===== config.mk =====
export PLATFORM = sky130hd
export DESIGN_NAME = div_core
export DESIGN_NICKNAME = d
export VERILOG_FILES = /design/src/rtl/div_core_pkg.sv /design/src/rtl/div_core.sv
export SDC_FILE = /design/constraint.sdc
export NUM_CORES = 1
export LEC_CHECK = 0
export BUFFER_PORTS_ARGS = -buffer_cell sky130_fd_sc_hd__buf_2
export CAP_MARGIN = 20
export CORE_MARGIN = 2
export CORE_UTILIZATION = 46
export DETAILED_ROUTE_END_ITERATION = 7
export PLACE_DENSITY = 0.69
export SLEW_MARGIN = 0
export SYNTH_ARGS = -nofsm -noshare
export SYNTH_HDL_FRONTEND = slang
export SYNTH_SLANG_ARGS = --single-unit

===== constraint.sdc =====
create_clock -name clk -period 6.5 [get_ports clk]
set_input_delay 0.65 -clock clk [delete_from_list [all_inputs] [get_ports clk]]
set_output_delay 0.65 -clock clk [all_outputs]
set_load 0.01 [all_outputs]

===== src/rtl/div_core_pkg.sv =====
// Shared definitions for the EX-stage divider: state encodings, handshake
// levels and bus widths.
package div_core_pkg;

  localparam int RegBus       = 32;
  localparam int DoubleRegBus = 2 * RegBus;

  localparam logic [RegBus-1:0] ZeroWord = '0;

  localparam logic DivStart          = 1'b1;
  localparam logic DivStop           = 1'b0;
  localparam logic DivResultReady    = 1'b1;
  localparam logic DivResultNotReady = 1'b0;

  typedef enum logic [1:0] {
    DivFree   = 2'b00,
    DivByZero = 2'b01,
    DivOn     = 2'b10,
    DivEnd    = 2'b11
  } div_state_e;

endpackage


===== src/rtl/div_core.sv =====
// Multi-cycle radix-2 restoring divider, one quotient bit per clock.
// Result is packed {remainder, quotient} so EX writes HI/LO directly.
//
// state     | meaning
// ----------+--------------------------------------------------------------
// DivFree   | idle; accepts start_i and latches operands
// DivByZero | divisor was zero; one bubble before presenting a zero result
// DivOn     | iterating; one quotient bit per cycle, WIDTH cycles total
// DivEnd    | result presented with ready_o high until start_i drops
module div_core
  import div_core_pkg::*;
#(
  parameter int WIDTH = RegBus
) (
  input  logic               clk,
  input  logic               rst,
  input  logic               signed_div_i,
  input  logic [WIDTH-1:0]   opdata1_i,
  input  logic [WIDTH-1:0]   opdata2_i,
  input  logic               start_i,
  input  logic               annul_i,
  output logic [2*WIDTH-1:0] result_o,
  output logic               ready_o
);

  localparam int CW = $clog2(WIDTH) + 1;
  localparam logic [CW-1:0] LAST_ITER = CW'(WIDTH - 1);

  function automatic logic [WIDTH-1:0] negate(input logic [WIDTH-1:0] v);
    return ~v + 1'b1;
  endfunction

  div_state_e state, state_n;

  // work holds the unconsumed dividend bits at the top and the quotient
  // bits shifted in at the bottom; after WIDTH steps it is the quotient.
  logic [WIDTH-1:0] work;
  logic [WIDTH-1:0] divisor;
  logic [WIDTH-1:0] rem;
  logic [CW-1:0]    cnt;
  logic             neg_quo;
  logic             neg_rem;

  logic [WIDTH:0]   trial;
  logic             fits;
  logic [WIDTH-1:0] rem_nxt;
  logic [WIDTH-1:0] work_nxt;
  logic [WIDTH-1:0] quo_fix;
  logic [WIDTH-1:0] rem_fix;
  logic             stop;

  // State register.
  always_ff @(posedge clk) begin
    if (rst) state <= DivFree;
    else     state <= state_n;
  end

  // Next-state decode; annul wins over start, a dropped start aborts.
  always_comb begin
    state_n = state;
    stop    = annul_i || (start_i == DivStop);
    case (state)
      DivFree: begin
        if (start_i == DivStart && !annul_i)
          state_n = (opdata2_i == '0) ? DivByZero : DivOn;
      end
      DivByZero: state_n = stop ? DivFree : DivEnd;
      DivOn: begin
        if (stop)                   state_n = DivFree;
        else if (cnt == LAST_ITER)  state_n = DivEnd;
      end
      DivEnd:  if (stop) state_n = DivFree;
      default: state_n = DivFree;
    endcase
  end

  // One restoring step plus the sign fix-up applied on the last step.
  always_comb begin
    trial    = {rem, work[WIDTH-1]};
    fits     = trial >= {1'b0, divisor};
    // The true difference is below the divisor, so the low WIDTH bits suffice.
    rem_nxt  = fits ? (trial[WIDTH-1:0] - divisor) : trial[WIDTH-1:0];
    work_nxt = {work[WIDTH-2:0], fits};
    quo_fix  = neg_quo ? negate(work_nxt) : work_nxt;
    rem_fix  = neg_rem ? negate(rem_nxt) : rem_nxt;
  end

  // Operand capture, iteration registers and registered outputs.
  always_ff @(posedge clk) begin
    if (rst) begin
      work     <= '0;
      divisor  <= '0;
      rem      <= '0;
      cnt      <= '0;
      neg_quo  <= 1'b0;
      neg_rem  <= 1'b0;
      ready_o  <= DivResultNotReady;
      result_o <= '0;
    end else begin
      if (state == DivFree && state_n != DivFree) begin
        neg_quo <= signed_div_i && (opdata1_i[WIDTH-1] ^ opdata2_i[WIDTH-1]);
        neg_rem <= signed_div_i && opdata1_i[WIDTH-1];
        work    <= (signed_div_i && opdata1_i[WIDTH-1]) ? negate(opdata1_i) : opdata1_i;
        divisor <= (signed_div_i && opdata2_i[WIDTH-1]) ? negate(opdata2_i) : opdata2_i;
        rem     <= '0;
        cnt     <= '0;
      end else if (state == DivOn && state_n != DivFree) begin
        work <= work_nxt;
        rem  <= rem_nxt;
        cnt  <= cnt + 1'b1;
      end

      ready_o <= (state_n == DivEnd) ? DivResultReady : DivResultNotReady;

      if (state == DivOn && state_n == DivEnd)
        result_o <= {rem_fix, quo_fix};
      else if (!(state == DivEnd && state_n == DivEnd))
        result_o <= '0;
    end
  end

endmodule


# Word level (Yosys, flattened, before mapping)
# Index checks and enable logic that the tools add are counted.
classes:
  addsub: 6
  mul: 0
  div: 0
  magnitude_cmp: 1
  eq_ne: 6
  shift: 0
  mux: 17
  n_bitwise: 6
  n_reduce_logical: 15
ops:
  columns: ["op", "n"]
  rows:
  - ["$mux 32", 7]
  - ["$add 32x1->32 const B", 4]
  - ["$mux 64", 2]
  - ["$not 32->32", 4]
  - ["$ge 33x32->1", 1]
  - ["$logic_not 32->1", 1]
  - ["$sub 32x32->32", 1]
  - ["$mux 2", 6]
  - ["$logic_and 1x1->1", 8]
  - ["$pmux 2 s4", 1]
  - ["$add 6x1->6 const B", 1]
  - ["$eq 2x2->1 const B", 3]
  - ["$eq 6x5->1 const B", 1]
  - ["$reduce_bool 2->1", 2]
  - ["$eq 2x1->1 const B", 1]
  - ["$logic_not 2->1", 1]
  - ["$ne 2x2->1 const B", 1]
  - ["$reduce_or 2->1", 1]
  - ["$logic_not 1->1", 1]
  - ["$logic_or 1x1->1", 1]
  - ["$mux 1", 1]
  - ["$not 1->1", 1]
  - ["$xor 1x1->1", 1]
totals:
  ff_bits: 171
  latchBits: 0
  ram_bits: 0
  rom_bits: 0
  in_bits: 69
  out_inout_bits: 65
  elab_cells: 60
  memories: 0

# Depth between registers and ports, before layout
# Gate-level depths: netlist of the first run.
logic_depth:
  ltp_word: 8
  ltp_mapped: 24
  depth_no_buf: 19

# Least setup slack after synthesis of the first run
# OpenSTA, ideal clock, no wires.
synth_timing:
  path_type: "register to register"
  startpoint: "register divisor[16]"
  endpoint: "register result_o[58]"
  setup_ps: 71
  arrival_time_ps: 4466
  t_required_ps: 6429
  setup_slack_ps: 1963
  stages_incl_launch_ff: 24
  path_buffers: 5
  synth_period_minus_slack_ps: 4537
  path_cell_list: "dfxtp_1 > inv_1 > ha_1 > buf_2 > nand4_2 > nor4_2 > o21ai_2 > a31o_1 > nand3_2 > buf_2 > buf_2 > buf_1 > clkbuf_1 > a21oi_1 > inv_1 > ha_1 > nand2_1 > nor3_1 > a31oi_1 > a211oi_2 > nand4_2 > nor2_1 > mux2_2 > a21oi_1"
synth_between:
  elab_chain_len: 6
  word_cells_on_any_way: 7
  cone_classes: "2 x add/sub; 1 x order compare; 3 x mux; 1 x bitwise"
synth_lines:
  columns: ["element", "line", "rtl"]
  rows:
  - ["from (decl)", "div_core.sv:38", "logic [WIDTH-1:0] divisor;"]
  - ["from (signal assigned)", "div_core.sv:104", "divisor <= (signed_div_i && opdata2_i[WIDTH-1]) ? negate(opdata2_i) : opdata2_i;"]
  - ["$sub 32x32->32 or $ge 33x32->1 (tied branches)", "div_core.sv:82, div_core.sv:80", null]
  - ["$mux 32 *", "div_core.sv:82", "rem_nxt = fits ? (trial[WIDTH-1:0] - divisor) : trial[WIDTH-1:0];"]
  - ["$not 32->32", "div_core.sv:30", "return ~v + 1'b1;"]
  - ["$add 32x1->32", "div_core.sv:30", null]
  - ["$mux 32 *", "div_core.sv:85", "rem_fix = neg_rem ? negate(rem_nxt) : rem_nxt;"]
  - ["$mux 64 *", "div_core.sv:115", "if (state == DivOn && state_n == DivEnd)"]
  - ["to (signal assigned)", "div_core.sv:116", "result_o <= {rem_fix, quo_fix};"]
  - ["to (decl)", "div_core.sv:22", "output logic [2*WIDTH-1:0] result_o,"]
# Mark *: on every way between the ends. The rest lies on a longest branch, timed or not.
# A chain may end at the register's enable or synchronous reset.

# Worst setup path in the final report of the first run
layout_timing:
  startpoint: "register divisor[12]"
  endpoint: "register result_o[58]"
# Same word-level chain as after synthesis.

==> qor.yml, run 1 <==
async_flop_share: 0
fin_crit_sh: 0.751
ys_seq_area_frac: 0.300
start_kind: "register"
cp-startpoint: "divisor[12]"
status: "finished, final reports clean"
layout-drive-gt1-share: 0.137
r2r_cells: 17
drt_iter0_markers: 1113
htreeDepth: 4
ant_nets: 0
antennaDiodeCount: 0
finalNetCount: 1735
netlist_instances: 1555
avgSynthCellArea_sq_um: 7.33
coreArea_sq_um: 24300
hold_viol: 0
vias: 11500
syn_to_final_growth_pct: 12.9
cp_top_family: "compound AO/OA/AOI/OAI gates"
max_slew_margin: 0.405
portBuffers: 133
crit_end: "result_o[58]"
crit_slowest_cell: "a211oi_2"
fin_worst_skew_ps: 17.5
grt-ovfl-total: 0
die_area_sq_um: 26000
worst_setup_path_end_kind: "register"
grt_max_degree: 78
cts_made_buffers: 17
crit_arrival_ps: 5250
globalRouteTotalUtil: 0.275
drtPass1Iterations: 5
required_ps: 6870
cts_tree: "built"
worst-path-max-fanout: 19
grt_pass1_vias: 10600
syn_area_sq_um: 11400
final.min_clock_period_ps: 4880
clk_pin_slew_ps: 90
reg2reg_from: "divisor[12]"
routedWlPerCell_microns: 18.4
die_w_microns: 161
tightest_slew_ps: 892
rsz0062_at_grt: "no"
gp_congestion: 0.987
cts-root-buf: "clkbuf_16"
ys.flop_type: "dfxtp_1"
maxSlewViolCount: 0
layout_commonest_cell: "nand2_1"
num_rows: 57
path_class: "reg -> reg"
rr_endpoint: "result_o[58]"
power.density_nw_per_um2: 211
die_h_microns: 161
clock-sinks: 171
ys_ff_latch: 171
placed_area_sq_um: 12200
ir_drop_v: 0.000153
hp-class: "reg -> reg"
critical-path-max-stage-delay_ps: 420
hold_buffers: 0
path_depth: 17
grt_first_pass_wirelength_mm: 57.2
fin_tns_setup_ps: 0
drcViolationCount: 0
hpwlAfterDp_mm: 27.3
cap_violations: 0
post_cts_resize_count: 0
yosysWarnings: 0
p_leak_nw: 5.12
cts_setup_buffers: 0
antenna_found_initial: 0
setup_viol: 0
clock.fmax_mhz: 205
pin_count: 134
synth_cell_types: 82
reg2reg_slack_ps: 1620
initial_core_util: 0.469
synth_edf_count: 0
critical_path_buf_inv_count: 1
routed_via_density: 5.88
clock_path_buffers: 2
holdWs_ps: 459
power_mw: 2.72
crit_chain: "inv_1, ha_1, a21oi_1, o21ai_0, a22oi_1, a31o_1, nand3_2, mux2i_1, ha_1, nand2_1, nor3_1, a31oi_1, a211oi_2, nand4_2, nor2_1, mux2_2, a21oi_1"
final_cell_mix: "223 x nand2_1, 200 x nor2_1, 170 x dfxtp_1"
drt_wl_total_mm: 36.2
clk_latency_ps: 450
post-route-cell-area_sq_um: 12900
synth_fp_nets: 1662
flip-flops by register name, indices dropped and copies added (netlist names):
register,count
neg_rem,1
work,32
cnt,6
divisor,32
neg_quo,1
ready_o,1
result_o,64
state,2
rem,32
metrics by stage:
step                instances  utilization  setup WS, ps
floorplan                1555            -          1960
global placement         1933        0.503          1890
detailed placement       1933        0.503          1740
CTS                      1965        0.529          1720
global route             1965        0.529          1250
finish                   1965        0.529          1620
Yosys cell counts (all sizes together) (4+ instances only):
cell type | number | area share
a22oi | 58 | 0.038
and3 | 8 | 0.0044
o21ai | 117 | 0.052
o31ai | 23 | 0.015
nor2b | 4 | 0.0022
nand3b | 4 | 0.0026
o21a | 8 | 0.0053
a21o | 10 | 0.0066
xnor2 | 80 | 0.061
a211oi | 42 | 0.029
or3 | 21 | 0.012
a31oi | 7 | 0.0038
nand2 | 224 | 0.074
a31o | 4 | 0.0031
nor3 | 36 | 0.016
nand3 | 19 | 0.0088
clkbuf | 72 | 0.024
o41ai | 12 | 0.011
nor3b | 6 | 0.0044
a2bb2oi | 5 | 0.0038
xor2 | 54 | 0.042
o211ai | 6 | 0.0052
or4 | 10 | 0.0069
or2 | 8 | 0.0044
a21oi | 127 | 0.058
mux2i | 4 | 0.0035
nor4 | 22 | 0.013
and2 | 11 | 0.0060
nand4 | 17 | 0.010
buf | 22 | 0.0086
nor2 | 203 | 0.067
a311oi | 4 | 0.0031
ha | 37 | 0.041
dfxtp | 171 | 0.30
inv | 52 | 0.017
nand2b | 5 | 0.0027
cells by family (layout without fill, tap and decap cells):
logic type | after synthesis | count (layout) | share of synthesized area
AOI/OAI and AO/OA | 456 | 456 | 0.260
xor gates and xnor gates | 134 | 134 | 0.103
adders and majority gates | 38 | 38 | 0.0424
buffers and inverters | 147 | 233 | 0.0498
DFF | 171 | 171 | 0.300
muxes | 7 | 7 | 0.00648
and+or+nand+nor | 602 | 602 | 0.238
layout make-up:
class                   instances  area, sq um
flip-flops and latches        171         3420
clock buffers                  17          425
well taps                     324          405
multi-input cells            1237         7420
inverters                      53          199
fillers                      2370        11500
repair buffers                148          781
clock inverters                15          206
worst min path at each step:
stage          slack (ps)          from           end  depth (start not counted)
6_report              460  result_o[31]  result_o[31]                          2
5_1_grt               470  result_o[57]  result_o[57]                          2
4_1_cts               460  result_o[57]  result_o[57]                          2
3_5_place_dp          440  result_o[46]  result_o[46]                          2
3_3_place_gp          440  result_o[29]  result_o[29]                          2
2_1_floorplan         450   divisor[31]   divisor[31]                          2
power by group:
group          internal [mW]  switching [mW]  total, mW  leakage, nW
Clock                  0.536           0.542       1.08        0.304
Combinational          0.187           0.354      0.542         3.42
Sequential              1.07          0.0262       1.10         1.39
Total                   1.79           0.923       2.72         5.12
tightest hold or removal path, delay by kind of cell, from the launching register on:
family / cells / cell delay, ps
DFF: 1 / 340
AOI/OAI and AO/OA: 1 / 50
and+or+nand+nor: 1 / 40
per-layer routing:
layer | vias to the layer above | track usage | routed length (microns)
li1 | 5674 | - | -
met1 | 5397 | 0.405 | 17500
met3 | 53 | 0.0370 | 2370
met2 | 425 | 0.414 | 15400
met4 | 0 | 0.0901 | 931
met5 | - | 0 | 0
Power figures use the tool's default switching activity.
==> run 2, diff against run 1 <==
ABC_AREA = 1   (was not set)
PLACE_DENSITY = 0.71   (was 0.69)
clock period = 4.3 ns   (was 6.5 ns; I/O delays follow)
==> qor.yml, run 2 <==
status: "finished, violations left"
violations: "DRC"
rsz0062_at_grt: "no"
post-route-cell-area_sq_um: 14000
synth_fp_nets: 2159
ys_seq_area_frac: 0.275
synth_top_cell_area_share: 0.275
pin_count: 134
synth_area_leaders: "dfxtp_1 27%, nand2_1 16%, inv_1 9.5%"
globalRouteTotalUtil: 0.293
fin_cells: 2511
cts_setup_buffers: 0
ant_nets: 0
p_leak_nw: 7.00
crit_arrival_ps: 4380
place_inst: 2479
ir_drop_v: 0.000266
hp-class: "in -> reg"
maxSlewViolCount: 0
ys.flop_type: "dfxtp_1"
synth_area_leader_cell: "dfxtp_1"
ys_ff_latch: 171
grt_max_degree: 69
r2r_cells: 26
initial_core_util: 0.465
grt_pass1_vias: 12300
largest_register_ffs: 64
yosysWarnings: 0
grt-ovfl-total: 0
synth.top_cells.by_count: "539 x nand2_1, 317 x inv_1, 177 x nor2_1, 171 x dfxtp_1, 170 x nand3_1"
die_area_sq_um: 28400
holdWs_ps: 269
syn_to_final_growth_pct: 12.4
path_class: "reg -> reg"
async_flop_share: 0
syn_area_sq_um: 12500
clock.fmax_mhz: 250
required_ps: 4670
coreArea_sq_um: 26800
drtPass1Iterations: 8
tightest_slew_ps: 988
die_h_microns: 169
reg2reg_slack_ps: 300
top_register: "result_o"
placed_area_sq_um: 13400
vias: 13500
avgSynthCellArea_sq_um: 6.07
hold_viol: 0
gp_congestion: 1.00
netlist_instances: 2052
routed_via_density: 5.39
synth_cell_types: 50
min_path_cells: 2
hpwlAfterDp_mm: 33.5
worst-path-max-fanout: 5
worst_setup_path_end_kind: "register"
layout-drive-gt1-share: 0.130
final.min_clock_period_ps: 4000
drt_wl_total_mm: 42.4
drcViolationCount: 1
clock_path_buffers: 2
finalNetCount: 2264
cts_tree: "built"
cts_made_buffers: 17
final_cell_mix: "539 x nand2_1, 317 x inv_1, 176 x nor2_1"
clock-sinks: 171
synth_edf_count: 0
layout_commonest_cell: "nand2_1"
routedWlPerCell_microns: 16.9
start_kind: "register"
clk_pin_slew_ps: 70
fin_tns_setup_ps: 0
cap_violations: 0
die_w_microns: 169
fin_crit_sh: 0.931
power_mw: 4.97
max_slew_margin: 0.341
antennaDiodeCount: 0
cts-root-buf: "clkbuf_16"
grt_first_pass_wirelength_mm: 65.7
num_rows: 60
pre_cts_ws_ps: 231
drt_iter0_markers: 1374
yosysMostFrequentCell: "nand2_1"
antenna_found_initial: 0
power.density_nw_per_um2: 354
portBuffers: 133
clk_latency_ps: 450
fin_worst_skew_ps: 15.5
htreeDepth: 4
setup_slack_ps: 299
utilization: 0.523
setup_viol: 0
[run 2: cell types whose count changed in the layout (fill, tap and decap cells not counted), sizes merged, moves of 35 or more]
cell	delta
o22ai	+35
a211oi	-40
nand3	+157
inv	+277
xnor2	-72
nand2	+341
a22oi	-58
[run 2: report_power, final]
| group | internal, mW | switching [mW] | total (mW) |
|---|---|---|---|
| Clock | 0.824 | 0.740 | 1.56 |
| Combinational | 0.524 | 1.22 | 1.75 |
| Sequential | 1.62 | 0.0300 | 1.65 |
[run 2: worst max-delay path, cell delays in order, from the launching register on]
cell and delay, ps:
dfxtp_1 440, inv_1 70, ha_1 350, nand2_1 120
inv_1 60, nand2_1 180, nor2_1 80, nand2_1 80
nand3_2 80, nor2_4 180, nand2_4 60, inv_1 80
ha_1 190, nand3_1 130, nor3_2 180, nand3_1 180
nor3_2 190, nand3_1 140, nand2_1 160, nand2_1 110
nor2_2 150, nand2_1 120, nor2_1 140, o21ai_1 100
a21oi_1 120, o21ai_0 110, a21oi_1 130
[run 2: kinds of logic (layout without fill, tap and decap cells)]
group	Yosys count	in the layout	synth area share
compound gates	381	381	0.176
xor+xnor	33	33	0.0232
simple gates	1023	1023	0.358
buf+inv	406	524	0.129
fa+ha+maj	38	38	0.0388
flops	171	171	0.275
[run 2: path summary, 6_finish.rpt]
path / start / end
setup / recovery: divisor[26] / result_o[30]
hold / removal: rst / result_o[3]
setup reg to reg: divisor[26] / result_o[30]
hold reg to reg: result_o[58] / result_o[58]
[run 2: repair_timing]
item                       CTS  global route
hold buffers                 0             0
resized for setup            0             4
setup endpoints to repair    0             4
[run 2: area by class of cell]
class	count	area [sq um]
clock inverters	14	155
flip-flops and latches	171	3420
inverters	333	1250
fillers	2777	12800
multi-input cells	1475	7460
repair buffers	159	873
clock buffers	18	429
well taps	341	427
[run 2: metal layers]
metal | part of all wire | global-route usage | vias to the layer above | routed length (microns)
met3 | 0.061 | 0.0355 | 54 | 2600
met4 | 0.022 | 0.0817 | 0 | 940
met2 | 0.47 | 0.497 | 492 | 19700
met5 | 0 | 0 | - | 0
li1 | - | - | 6837 | -
met1 | 0.45 | 0.395 | 6157 | 19100
